[config.mk]
export PLATFORM = sky130hd
export DESIGN_NAME = sram_ctrl
export DESIGN_NICKNAME = d
export VERILOG_FILES = /design/src/rtl/arm_mem_pkg.sv /design/src/rtl/sram_phase_cnt.sv /design/src/rtl/sram_ctrl.sv
export SDC_FILE = /design/constraint.sdc
export NUM_CORES = 1
export LEC_CHECK = 0
export CORE_ASPECT_RATIO = 0.9
export CORE_UTILIZATION = 42
export CTS_CLUSTER_DIAMETER = 30
export DETAILED_ROUTE_END_ITERATION = 16
export PLACE_DENSITY = 0.82
export REMOVE_ABC_BUFFERS = 1
export SLEW_MARGIN = 10
export SYNTH_ARGS = -nofsm -noshare
export SYNTH_HDL_FRONTEND = slang
export SYNTH_SLANG_ARGS = --single-unit
[constraint.sdc]
create_clock -name i_clk -period 1.6 [get_ports i_clk]
set_input_delay 0.16 -clock i_clk [delete_from_list [all_inputs] [get_ports i_clk]]
set_output_delay 0.16 -clock i_clk [all_outputs]
set_load 0.005 [all_outputs]
[src/rtl/arm_mem_pkg.sv]
// Shared types and defaults for the 32-bit to 16-bit SRAM bridge.
// Holds the controller state encoding and the byte-to-halfword address map.
package arm_mem_pkg;

  typedef enum logic [2:0] {
    S_IDLE,
    S_WR_LO,
    S_WR_HI,
    S_RD_LO,
    S_RD_HI,
    S_DONE
  } sram_state_t;

  localparam int unsigned DEF_BASE_ADDR   = 1024;
  localparam int unsigned DEF_WAIT_CYCLES = 2;
  localparam int unsigned DEF_SRAM_AW     = 18;

  // Halfword index {word, hi}; the caller truncates to its own address width.
  // Addresses below the base wrap through the subtraction.
  function automatic logic [31:0] hw_addr(input logic [31:0] byte_addr,
                                          input logic [31:0] base,
                                          input logic        hi);
    logic [31:0] diff;
    diff = byte_addr - base;
    return {1'b0, diff[31:2], hi};
  endfunction

endpackage

[src/rtl/sram_phase_cnt.sv]
// Per-phase wait counter: runs 0..WAIT_CYCLES, cleared by the controller on
// phase entry, flags the last cycle and the cycle just before it.
module sram_phase_cnt #(
  parameter int unsigned WAIT_CYCLES = 2
) (
  input  logic i_clk,
  input  logic i_rst,
  input  logic i_clr,
  output logic o_last,
  output logic o_pre_last
);

  localparam int unsigned CW = (WAIT_CYCLES < 1) ? 1 : $clog2(WAIT_CYCLES + 1);

  logic [CW-1:0] r_cnt;

  always_ff @(posedge i_clk) begin
    if (i_rst || i_clr) r_cnt <= '0;
    else                r_cnt <= r_cnt + 1'b1;
  end

  assign o_last     = (r_cnt == CW'(WAIT_CYCLES));
  // With no wait cycles every cycle is last, so there is no "before last".
  assign o_pre_last = (WAIT_CYCLES != 0) && (r_cnt == CW'(WAIT_CYCLES - 1));

endmodule

[src/rtl/sram_ctrl.sv]
// MEM-stage controller splitting each 32-bit access into two 16-bit SRAM phases.
// Define SRAM_CTRL_READ_BUF_EN to add a one-entry last-read buffer.
//
// state   | meaning
// IDLE    | waiting for rd_en/wr_en; ready low while a request is present
// WR_LO   | driving bits 15:0 to halfword {word,0}
// WR_HI   | driving bits 31:16 to halfword {word,1}
// RD_LO   | reading halfword {word,0} into read_data[15:0]
// RD_HI   | reading halfword {word,1} into read_data[31:16]
// DONE    | access complete, ready high for one cycle
module sram_ctrl
  import arm_mem_pkg::*;
#(
  parameter int unsigned BASE_ADDR   = DEF_BASE_ADDR,
  parameter int unsigned WAIT_CYCLES = DEF_WAIT_CYCLES,
  parameter int unsigned SRAM_AW     = DEF_SRAM_AW
) (
  input  logic               i_clk,
  input  logic               i_rst,
  input  logic               i_wr_en,
  input  logic               i_rd_en,
  input  logic [31:0]        i_address,
  input  logic [31:0]        i_write_data,
  output logic [31:0]        o_read_data,
  output logic               o_ready,
  output logic [SRAM_AW-1:0] o_sram_addr,
  output logic [15:0]        o_sram_dq_o,
  input  logic [15:0]        i_sram_dq_i,
  output logic               o_sram_dq_oe,
  output logic               o_sram_we_n
);

  localparam logic ENTRY_WE_N = (WAIT_CYCLES == 0);

  sram_state_t        r_state;
  logic [SRAM_AW-2:0] r_word;
  logic [31:0]        r_wdata;
  logic [31:0]        r_rdata;
  logic [SRAM_AW-1:0] r_sram_addr;
  logic [15:0]        r_dq_o;
  logic               r_dq_oe;
  logic               r_we_n;
  logic [SRAM_AW-2:0] w_word;
  logic               w_last;
  logic               w_pre_last;
  logic               w_clr;

`ifdef SRAM_CTRL_READ_BUF_EN
  logic               r_buf_vld;
  logic [SRAM_AW-2:0] r_buf_tag;
  logic [31:0]        r_buf_data;
  logic               w_buf_hit;
  assign w_buf_hit = r_buf_vld && (r_buf_tag == w_word);
`endif

  assign w_word = (SRAM_AW-1)'(hw_addr(i_address, 32'(BASE_ADDR), 1'b0) >> 1);
  assign w_clr  = (r_state == S_IDLE) || (r_state == S_DONE) || w_last;

  sram_phase_cnt #(.WAIT_CYCLES(WAIT_CYCLES)) u_phase_cnt (
    .i_clk      (i_clk),
    .i_rst      (i_rst),
    .i_clr      (w_clr),
    .o_last     (w_last),
    .o_pre_last (w_pre_last)
  );

  // Pad controls are registered so we_n cannot glitch toward the async SRAM.
  always_ff @(posedge i_clk) begin
    if (i_rst) begin
      r_state     <= S_IDLE;
      r_word      <= '0;
      r_wdata     <= '0;
      r_rdata     <= '0;
      r_sram_addr <= '0;
      r_dq_o      <= '0;
      r_dq_oe     <= 1'b0;
      r_we_n      <= 1'b1;
`ifdef SRAM_CTRL_READ_BUF_EN
      r_buf_vld   <= 1'b0;
      r_buf_tag   <= '0;
      r_buf_data  <= '0;
`endif
    end else begin
      case (r_state)
        S_IDLE: begin
          if (i_wr_en) begin
            r_state     <= S_WR_LO;
            r_word      <= w_word;
            r_wdata     <= i_write_data;
            r_sram_addr <= {w_word, 1'b0};
            r_dq_o      <= i_write_data[15:0];
            r_dq_oe     <= 1'b1;
            r_we_n      <= ENTRY_WE_N;
`ifdef SRAM_CTRL_READ_BUF_EN
            if (w_buf_hit) r_buf_data <= i_write_data;
`endif
          end else if (i_rd_en) begin
`ifdef SRAM_CTRL_READ_BUF_EN
            if (w_buf_hit) begin
              r_state <= S_DONE;
              r_rdata <= r_buf_data;
            end else begin
              r_state     <= S_RD_LO;
              r_word      <= w_word;
              r_sram_addr <= {w_word, 1'b0};
            end
`else
            r_state     <= S_RD_LO;
            r_word      <= w_word;
            r_sram_addr <= {w_word, 1'b0};
`endif
          end
        end
        S_WR_LO: begin
          if (w_last) begin
            r_state     <= S_WR_HI;
            r_sram_addr <= {r_word, 1'b1};
            r_dq_o      <= r_wdata[31:16];
            r_we_n      <= ENTRY_WE_N;
          end else begin
            r_we_n <= w_pre_last;
          end
        end
        S_WR_HI: begin
          if (w_last) begin
            r_state     <= S_DONE;
            r_sram_addr <= '0;
            r_dq_o      <= '0;
            r_dq_oe     <= 1'b0;
            r_we_n      <= 1'b1;
          end else begin
            r_we_n <= w_pre_last;
          end
        end
        S_RD_LO: begin
          if (w_last) begin
            r_state        <= S_RD_HI;
            r_rdata[15:0]  <= i_sram_dq_i;
            r_sram_addr    <= {r_word, 1'b1};
          end
        end
        S_RD_HI: begin
          if (w_last) begin
            r_state        <= S_DONE;
            r_rdata[31:16] <= i_sram_dq_i;
            r_sram_addr    <= '0;
`ifdef SRAM_CTRL_READ_BUF_EN
            r_buf_vld  <= 1'b1;
            r_buf_tag  <= r_word;
            r_buf_data <= {i_sram_dq_i, r_rdata[15:0]};
`endif
          end
        end
        S_DONE:  r_state <= S_IDLE;
        default: r_state <= S_IDLE;
      endcase
    end
  end

  assign o_ready      = (r_state == S_DONE) ||
                        ((r_state == S_IDLE) && !i_wr_en && !i_rd_en);
  assign o_read_data  = r_rdata;
  assign o_sram_addr  = r_sram_addr;
  assign o_sram_dq_o  = r_dq_o;
  assign o_sram_dq_oe = r_dq_oe;
  assign o_sram_we_n  = r_we_n;

endmodule

=== Word-level counts from Yosys, hierarchy flattened ===
Cells that the tools add are included.

* Bits in registers: 122
* Bits in latches: 0
* Memory bits (writable): 0
* Memory bits (read-only): 0
* Output and inout bits: 69
* Logic and storage cells: 74
* Memories kept: 0

* Add/sub/neg operators: 2
* Multiply operators: 0
* Divide/modulo/power cells: 0
* $lt $le $gt $ge: 0
* Eq/ne operators: 14
* Shifts and indexed selects: 0
* Muxes and demuxes: 24
* Bitwise gates (word level): 0
* Reduce and logical (&&, ||, !) cells: 24

{| class="wikitable"
|+ Operator list
! cell !! count
|-
| two-way mux 18 bit || 4
|-
| one-hot mux 18 bit (3 select lines) || 1
|-
| two-way mux 16 bit || 3
|-
| one-hot mux 16 bit (3 select lines) || 1
|-
| two-way mux 17 bit || 2
|-
| subtractor 19 x 11 -> 19 bit, second input constant || 1
|-
| two-way mux 3 bit || 5
|-
| one-hot mux 3 bit (4 select lines) || 1
|-
| AND reduction 4 bit || 3
|-
| AND reduction 2 bit || 5
|-
| != test 2 bit, second input constant || 4
|-
| == test 3 x 2 -> 1 bit, second input constant || 2
|-
| == test 3 bit, second input constant || 2
|-
| nonzero test 3 bit || 2
|-
| two-way mux 1 bit || 5
|-
| logical OR 1 bit || 4
|-
| != test 2 x 1 -> 1 bit, second input constant || 2
|-
| nonzero test 2 bit || 2
|-
| OR reduction 2 bit || 2
|-
| == test 3 x 1 -> 1 bit, second input constant || 1
|-
| logical NOT 3 bit || 1
|-
| != test 3 bit, second input constant || 1
|-
| one-hot mux 1 bit (3 select lines) || 1
|-
| AND reduction 3 bit || 1
|-
| 6 further kinds || 8
|}

=== Logic depth before layout (Yosys ltp) ===
Gate-level depths: netlist (run 1).

* Word-level depth: 4
* Depth in mapped cells: 8
* Mapped depth without buffers: 6

=== By module ===
Synthesis (run 1) repeated with hierarchy kept, for this count alone.

* Cell total of the unflattened synthesis: 532
* Area, all modules: 4491.8 µm²

{| class="wikitable"
|+ Modules (own cells, without submodules)
! module !! instances !! cells each !! area each (µm²)
|-
| sram_ctrl || 1 || 524 || 4409.2
|-
| sram_phase_cnt || 1 || 8 || 82.6
|}

=== Worst setup path after synthesis (run 1) ===
OpenSTA, ideal clock, no wires.

* Path kind: register to register
* Start point: register u_phase_cnt.r_cnt[0]
* End point: register r_sram_addr[12] (netlist: o_sram_addr[12])
* Setup time: 0.141 ns
* Data arrival time: 1.575 ns
* Slack: -0.116 ns
* Stages on the path, launching flop included: 9
* Clock period less this slack: 1.716 ns
* Cell sequence: dfxtp_1 inv_1 ha_1 buf_6 o21ba_4 o31a_1 buf_6 a221oi_1 nor3_1

* Longest elaborated chain between the ends: 3

{| class="wikitable"
|+ Ends and longest elaborated chain
! item !! RTL line !! RTL
|-
| from (decl) || sram_phase_cnt.sv:15 || <nowiki>logic [CW-1:0] r_cnt;</nowiki>
|-
| from (signal assigned) || sram_phase_cnt.sv:19 || <nowiki>else r_cnt <= r_cnt + 1'b1;</nowiki>
|-
| == test 2 bit * || sram_phase_cnt.sv:22 || <nowiki>assign o_last = (r_cnt == CW'(WAIT_CYCLES));</nowiki>
|-
| != test 2 x 1 -> 1 bit (no line) || -- ||
|-
| AND reduction 4 bit (no line) * || -- ||
|-
| to (signal assigned) || sram_ctrl.sv:90 || <nowiki>r_sram_addr <= {w_word, 1'b0};</nowiki>
|-
| to (signal assigned) || sram_ctrl.sv:110 || <nowiki>r_sram_addr <= {w_word, 1'b0};</nowiki>
|-
| to (signal assigned) || sram_ctrl.sv:117 || <nowiki>r_sram_addr <= {r_word, 1'b1};</nowiki>
|-
| to (decl) || sram_ctrl.sv:39 || <nowiki>logic [SRAM_AW-1:0] r_sram_addr;</nowiki>
|}

Mark *: on every way between the ends. The rest lies on a longest branch, timed or not.
A chain may end at the register's enable or synchronous reset.

=== Worst setup path in the final report (run 1) ===
* Start point: register r_state[0]
* End point: register r_sram_addr[7] (netlist: o_sram_addr[7])

* Longest elaborated chain between the ends: 4

{| class="wikitable"
|+ Ends and longest elaborated chain
! item !! RTL line !! RTL
|-
| from (decl) || sram_ctrl.sv:35 || <nowiki>sram_state_t r_state;</nowiki>
|-
| from (signal assigned) || sram_ctrl.sv:70 || <nowiki>r_state <= S_IDLE;</nowiki>
|-
| from (signal assigned) || sram_ctrl.sv:87 || <nowiki>r_state <= S_WR_LO;</nowiki>
|-
| from (signal assigned) || sram_ctrl.sv:108 || <nowiki>r_state <= S_RD_LO;</nowiki>
|-
| == test 3 x 2 -> 1 bit (tied with other cells) || sram_ctrl.sv:84 || <nowiki>case (r_state)</nowiki>
|-
| OR reduction 2 bit (no line) || -- ||
|-
| != test 2 x 1 -> 1 bit (no line) or nonzero test 3 bit (tied branches) || -- ||
|-
| AND reduction 4 bit (no line) || -- ||
|}

Parallel ways exist; a longest one is shown, timed or not.

==> metrics.txt, run 1 <==
status finished, violations left; Synth Warn # 0; P per Cell Area 1715 mW/mm^2; Crit-path slowest cell dfxtp_4; fin. max-slew vios 0; Final Cycle Share 101.6%; CP Class flip-flop to flip-flop; CTS Buf Count 9; Port Buffer Count 137; failing checks setup timing; Final min period 1626 ps; initial antenna violation count 0; vias in the first global route 4470; Max Cap Viol 0; clk sinks 106; synthesized flop and latch total 106; register area share after synthesis 45.62%; Post-Synthesis Cells 547; final hold vios 0; design area 0.007259 sq mm; Max Clock Skew 9.891 ps; final antenna-violating net count 0; pin count of the biggest net entering global routing 37; Max FO, Critical Path 14; die area 0.01150 sq mm; layout cells sized above 1 21.73%; fmax 0.6151 GHz; CP cell instances buf_4 > nor4_4 > o31a_1 > buf_12 > a221oi_2 > nor3_2; HP Class primary input to flip-flop; Primary FF master, synth dfxtp_1; CP startpoint kind flip-flop; GR Util All Layers 22.87%; post-route worst setup slack -25.65 ps; ANT cells 0; Setup TNS -37.63 ps; FFs w/ async S/R, synth 0%; overall power 12.45 mW; Leakage 2.677 nW; post-route insts no fill 851; starting density of the core 43.03%; DRC violations left 0; Clock Latency Late Sink 340 ps; synthesized area 0.004652 sq mm; final WL 14700 um; Worst Path Arrival 1890 ps; RSZ-0062 raised after global routing yes; DP Area 0.006305 sq mm; wire per inst 17.28 um; first-pass GRT wire length 21080 um; area delta synth->final 56.05%; final hold slack 132.3 ps; Via Count 4830; CP max stage delay 390 ps; DIE HEIGHT 101.8 um; vias per inst 5.676; clock slew at reported path FFs 70 ps; Synth cell types 45; dpl ws -588.0 ps; TritonRoute pass-1 iters 5; hold_buf cts 0; Slew HR 71.42%; Worst-Margin Slew 427.4 ps; final setup violation count 2; final net count 800; dpl hpwl 8955 um; Util after Layout 67.15%; CTS H-Tree Depth 3; CTS tree yes; Clock Tree Buf Depth 2; total congestion overflow 0; width of the die 112.9 um; core area 0.01081 sq mm; Rows 36; placed cells 810; VDD IR max 893.4 uV; GPL Wtd Cong 0.8175; crit end category flip-flop; IO Pins 153; Required @ worst endpoint 1860 ps; number of synthesized flops with an enable pin 0; Initial DRC Count 335; root buffer cell clkbuf_16; Mapped Avg Cell Area 8.505 sq um
-- layout by cell type, fill, tap and decap left out, types with 4 or more instances in the layout --
| master | n |
|---|---|
| a22oi_1 | 16 |
| buf_12 | 11 |
| buf_6 | 4 |
| mux2i_1 | 5 |
| nor2_1 | 46 |
| a22o_1 | 16 |
| o22ai_1 | 5 |
| clkdlybuf4s50_1 | 134 |
| inv_1 | 7 |
| xor2_1 | 4 |
| dfxtp_1 | 101 |
| and2_1 | 4 |
| nor3_1 | 5 |
| nand2_1 | 123 |
| o21ai_0 | 6 |
| clkbuf_16 | 13 |
| nor2_2 | 6 |
| a21oi_1 | 59 |
| buf_4 | 46 |
| nor3_2 | 9 |
| a221oi_1 | 7 |
| a221oi_2 | 20 |
-- cell families (layout without fill, tap and decap cells) --
logic type               Yosys count  in the layout  share of synthesized area (%)
AO/OA/AOI/OAI                    153            153                          23.88
XOR/XNOR                           8              8                          1.506
adder cells (fa/ha/maj)            3              3                         0.8070
buffers and inverters             57            228                          6.213
flip-flops                       106            106                          45.62
multiplexers                       6              6                          1.318
AND/OR/NAND/NOR                  214            214                          20.66
-- flip-flops by register name (all words and copies together) (netlist names), 2 cells and up --
signal             cells
o_read_data           32
o_sram_addr           18
o_sram_dq_o           16
r_state                3
r_wdata               16
r_word                17
u_phase_cnt.r_cnt      2
-- final timing paths --
check | to | cells after the start | slack [ps] | from
setup / recovery | o_sram_addr[7] | 6 | -30 | r_state[0]
hold / removal | r_word[8] | 2 | 130 | i_address[10]
setup reg to reg | o_sram_addr[7] | 6 | -30 | r_state[0]
hold reg to reg | o_read_data[10] | 2 | 450 | o_read_data[10]
-- Yosys cell counts (2+ instances only) --
cell type | n | share of area [%]
dfxtp_1 | 106 | 46
o31ai_1 | 3 | 0.48
and3_1 | 2 | 0.27
ha_1 | 3 | 0.81
nand2b_1 | 3 | 0.40
mux2i_1 | 5 | 1.1
nor4_4 | 2 | 0.91
nor3b_1 | 2 | 0.32
nor3_2 | 8 | 1.7
a221oi_1 | 22 | 4.1
nor2_2 | 2 | 0.27
a21oi_1 | 62 | 6.7
xor2_1 | 5 | 0.94
inv_1 | 9 | 0.73
buf_4 | 4 | 0.65
buf_6 | 5 | 1.2
buf_2 | 17 | 1.8
nand2_1 | 123 | 9.9
xnor2_1 | 3 | 0.56
o21ai_0 | 6 | 0.65
a211oi_1 | 5 | 0.81
nor3_1 | 8 | 0.86
a22o_1 | 16 | 3.0
a221oi_2 | 8 | 2.6
nor2_1 | 52 | 4.2
o22ai_1 | 5 | 0.67
nand3_1 | 3 | 0.32
a22oi_1 | 18 | 2.9
clkbuf_1 | 20 | 1.6
and2_1 | 5 | 0.67
-- report_power, final --
group	total [mW]	internal (mW)	switching [mW]
clock	2.19	1.22	0.968
sequential	3.75	3.29	0.454
combinational	6.52	3.40	3.12
total	12.4	7.91	4.54
-- cell type report --
class                      count  area (sq um)
clock buffer                  10         229.0
clock inverter                 6         67.56
fill                         815          3551
inverter                       9         37.54
multi-input combinational    384          2514
sequential                   106          2133
tap                          133         166.4
timing repair buffer         203          2112
-- timing repair --
item	4_1_cts	5_1_grt
resized for setup	20	57
hold endpoints to repair	0	0
setup buffers	4	16
setup endpoints to repair	100	82
cloned	1	4
pin swaps	3	18
-- worst max-delay path, delay by kind of cell, from the launching register on --
| kind | cells | cell delay [ps] |
|---|---|---|
| AO/OA/AOI/OAI | 2 | 270 |
| buffers and inverters | 2 | 330 |
| flip-flops | 1 | 390 |
| AND/OR/NAND/NOR | 2 | 540 |
-- layer usage --
layer | up-vias | GRT usage [%] | wire [um]
met5 | - | 0 | 0
met4 | 0 | 8.603 | 505
met3 | 58 | 4.745 | 983
met2 | 225 | 42.40 | 7459
met1 | 2301 | 26.20 | 5755
li1 | 2246 | - | -
(Power assumes the default switching activity.)
==> inputs of run 2 (changes only) <==
CORE_UTILIZATION = 46   (was 42)
PLACE_DENSITY = 0.85   (was 0.82)
SLEW_MARGIN = 20   (was 10)
clock period = 1.5 ns   (was 1.6 ns; I/O delays follow)
==> run 2 against run 1 <==
Against the previous run:
- the flow still finishes with violations (setup timing)
- register-to-register slack got worse by 220 ps
- clock power fell by 27%
- critical path depth rose by 4
- wire length rose by 19%
- global-route usage rose by 5.9 points
- first-iteration DRC count rose by 28%
- design area rose by 7.0%
- critical path type unchanged
- highest routed layer unchanged
==> metrics.txt, run 2 (synthesis gave the netlist of run 1 again) <==
final hold vios 0 (unchanged); post-route worst setup slack -244.7 ps (was -25.65 ps); sw frac 39.94% (was 36.48%); vias in the first global route 4868 (was 4470); post-route insts no fill 861 (was 851); DIE HEIGHT 97.40 um (was 101.8 um); P per Cell Area 1878 mW/mm^2 (was 1715 mW/mm^2); hold_buf cts 0 (unchanged); GR Util All Layers 28.82% (was 22.87%); initial antenna violation count 0 (unchanged); final net count 817 (was 800); GPL Wtd Cong 0.7940 (was 0.8175); Setup TNS -7379 ps (was -37.63 ps); Max FO, Critical Path 6 (was 14); CP Buf/Inv Count 6 (was 2); crit end category flip-flop (unchanged); final setup violation count 74 (was 2); root buffer cell clkbuf_8 (was clkbuf_16); Clock Tree Buf Depth 2 (unchanged); Via Count 5151 (was 4830); Port Buffer Count 137 (unchanged); CP startpoint kind flip-flop (unchanged); Crit-path slowest cell dfxtp_4 (unchanged); Int Pwr 8.763 mW (was 7.907 mW); IO Pins 153 (unchanged); VDD IR max 1050 uV (was 893.4 uV); dpl hpwl 8761 um (was 8955 um); pin count of the biggest net entering global routing 49 (was 37); cell mode on critical path buf_6; Final min period 1745 ps (was 1626 ps); clock slew at reported path FFs 100 ps (was 70 ps); Clock power frac 10.9% (was 17.6%); commonest cells after routing, fill and taps aside clkdlybuf4s50_1 (134), nand2_1 (109), dfxtp_1 (101) (was clkdlybuf4s50_1 (134), nand2_1 (123), dfxtp_1 (101)); placed cells 811 (was 810); width of the die 108 um (was 112.9 um); fin. max-slew vios 0 (unchanged); RSZ-0062 raised after global routing yes (unchanged); Max Clock Skew 7.383 ps (was 9.891 ps); Final Cycle Share 116.3% (was 101.6%); wire per inst 20.25 um (was 17.28 um); Largest register FFs 32 (unchanged); CP cell instances buf_6 > buf_8 > nor3_4 > buf_6 > buf_4 > buf_4 > o21ai_2 > buf_6 > nand2_2 > a21oi_1 (was buf_4 > nor4_4 > o31a_1 > buf_12 > a221oi_2 > nor3_2); final hold slack 241.2 ps (was 132.3 ps); Switching Power 5.829 mW (was 4.541 mW); HP Class primary input to flip-flop (unchanged); starting density of the core 47.75% (was 43.03%); Comb pwr share 61.1% (was 52.3%); fmax 0.5732 GHz (was 0.6151 GHz); Max Cap Viol 0 (unchanged); most common cell after layout, fill and taps aside clkdlybuf4s50_1 (unchanged); status finished, violations left (unchanged); CTS H-Tree Depth 3 (unchanged); CTS tree yes (unchanged); total congestion overflow 0 (unchanged); CP Class flip-flop to flip-flop (unchanged); CTS Buf Count 9 (unchanged); Leakage 2.822 nW (was 2.677 nW); final WL 17430 um (was 14700 um); ANT cells 0 (unchanged); sequential group share of total power 28.0% (was 30.1%); final antenna-violating net count 0 (unchanged); Rows 34 (was 36); CP max stage delay 380 ps (was 390 ps); Clock Latency Late Sink 360 ps (was 340 ps); CP top delay family buffers and inverters (was simple AND/OR/NAND/NOR gates); Worst-Margin Slew 484.1 ps (was 427.4 ps); DRC violations left 0 (unchanged); first-pass GRT wire length 23980 um (was 21080 um); TritonRoute pass-1 iters 6 (was 5); layout cells sized above 1 30.07% (was 21.73%); Slew HR 67.72% (was 71.42%); die area 0.01052 sq mm (was 0.01150 sq mm); failing checks setup timing (unchanged); area delta synth->final 67.00% (was 56.05%); Initial DRC Count 429 (was 335); clk sinks 106 (unchanged); Worst Path Arrival 2010 ps (was 1890 ps); vias per inst 5.983 (was 5.676); Required @ worst endpoint 1760 ps (was 1860 ps); core area 0.009742 sq mm (was 0.01081 sq mm)
[run 2: cell count changes in the layout (fill, tap and decap cells not counted), moves of 8 or more]
cell	change
nor2_4	+9
buf_6	+14
nor2_1	-12
clkbuf_16	-10
clkbuf_8	+10
nand2_2	+10
nand2_1	-14
a221oi_4	+8
[run 2: cell type report]
class | instances | area (sq um)
Clock buffer | 12 | 145.1
Clock inverter | 4 | 27.53
Fill cell | 541 | 1973
Inverter | 9 | 37.54
Multi-Input combinational cell | 384 | 2877
Sequential cell | 106 | 2138
Tap cell | 126 | 157.7
Timing Repair Buffer | 220 | 2386
[run 2: routing by layer]
metal | vias up | part of all wire [%] | GRT usage [%] | routed length (um)
met4 | 0 | 5.1 | 16.12 | 881
met1 | 2431 | 39 | 34.52 | 6792
met3 | 88 | 8.3 | 5.969 | 1441
met2 | 344 | 48 | 47.57 | 8315
li1 | 2288 | - | - | -
met5 | - | 0 | 0 | 0
[run 2: through the flow]
stage | worst slack [ps] | utilization [%] | instance area, sq um | power [mW]
finish | -244.7 | 79.75 | 7769 | 14.59
floorplan | -1389 | - | 4397 | 6.629
CTS | -131.1 | 74.30 | 7238 | 12.82
global route | -284.4 | 79.75 | 7769 | 15.16
global placement | -521.1 | 65.89 | 6419 | 9.226
detailed placement | -614.7 | 65.89 | 6419 | 9.432
[run 2: worst paths after layout]
check / depth (start not counted) / endpoint / slack [ps] / startpoint
hold reg to reg: 2 / o_read_data[6] / 460 / o_read_data[6]
hold / removal: 2 / r_wdata[29] / 240 / i_rst
setup reg to reg: 10 / r_word[0] / -240 / r_state[0]
setup / recovery: 10 / r_word[0] / -240 / r_state[0]
[run 2: timing repair]
item / 4_1_cts / 5_1_grt
setup buffers: 18 / 11
endpoints found under the hold margin: 0 / 0
pin swaps: 28 / 37
cloned: 7 / 3
gates resized for setup: 84 / 109
endpoints found under the setup margin: 78 / 100
[run 2: worst register-to-register path, stage by stage (launching register included)]
cell     delay, ps
dfxtp_4        380
buf_6          110
buf_8          110
nor3_4          50
buf_6          120
buf_4          130
buf_4          130
o21ai_2         80
buf_6          180
nand2_2         80
a21oi_1        270
[run 2: power groups by stage]
stage | Clock (mW) | Combinational [mW] | Sequential, mW
after CTS | 1.60 | 7.29 | 3.93
after global placement | 0 | 5.32 | 3.91
after global routing | 1.73 | 9.29 | 4.14
after detailed placement | 0 | 5.50 | 3.94
after floorplan | 0 | 2.55 | 4.08
final | 1.59 | 8.92 | 4.08
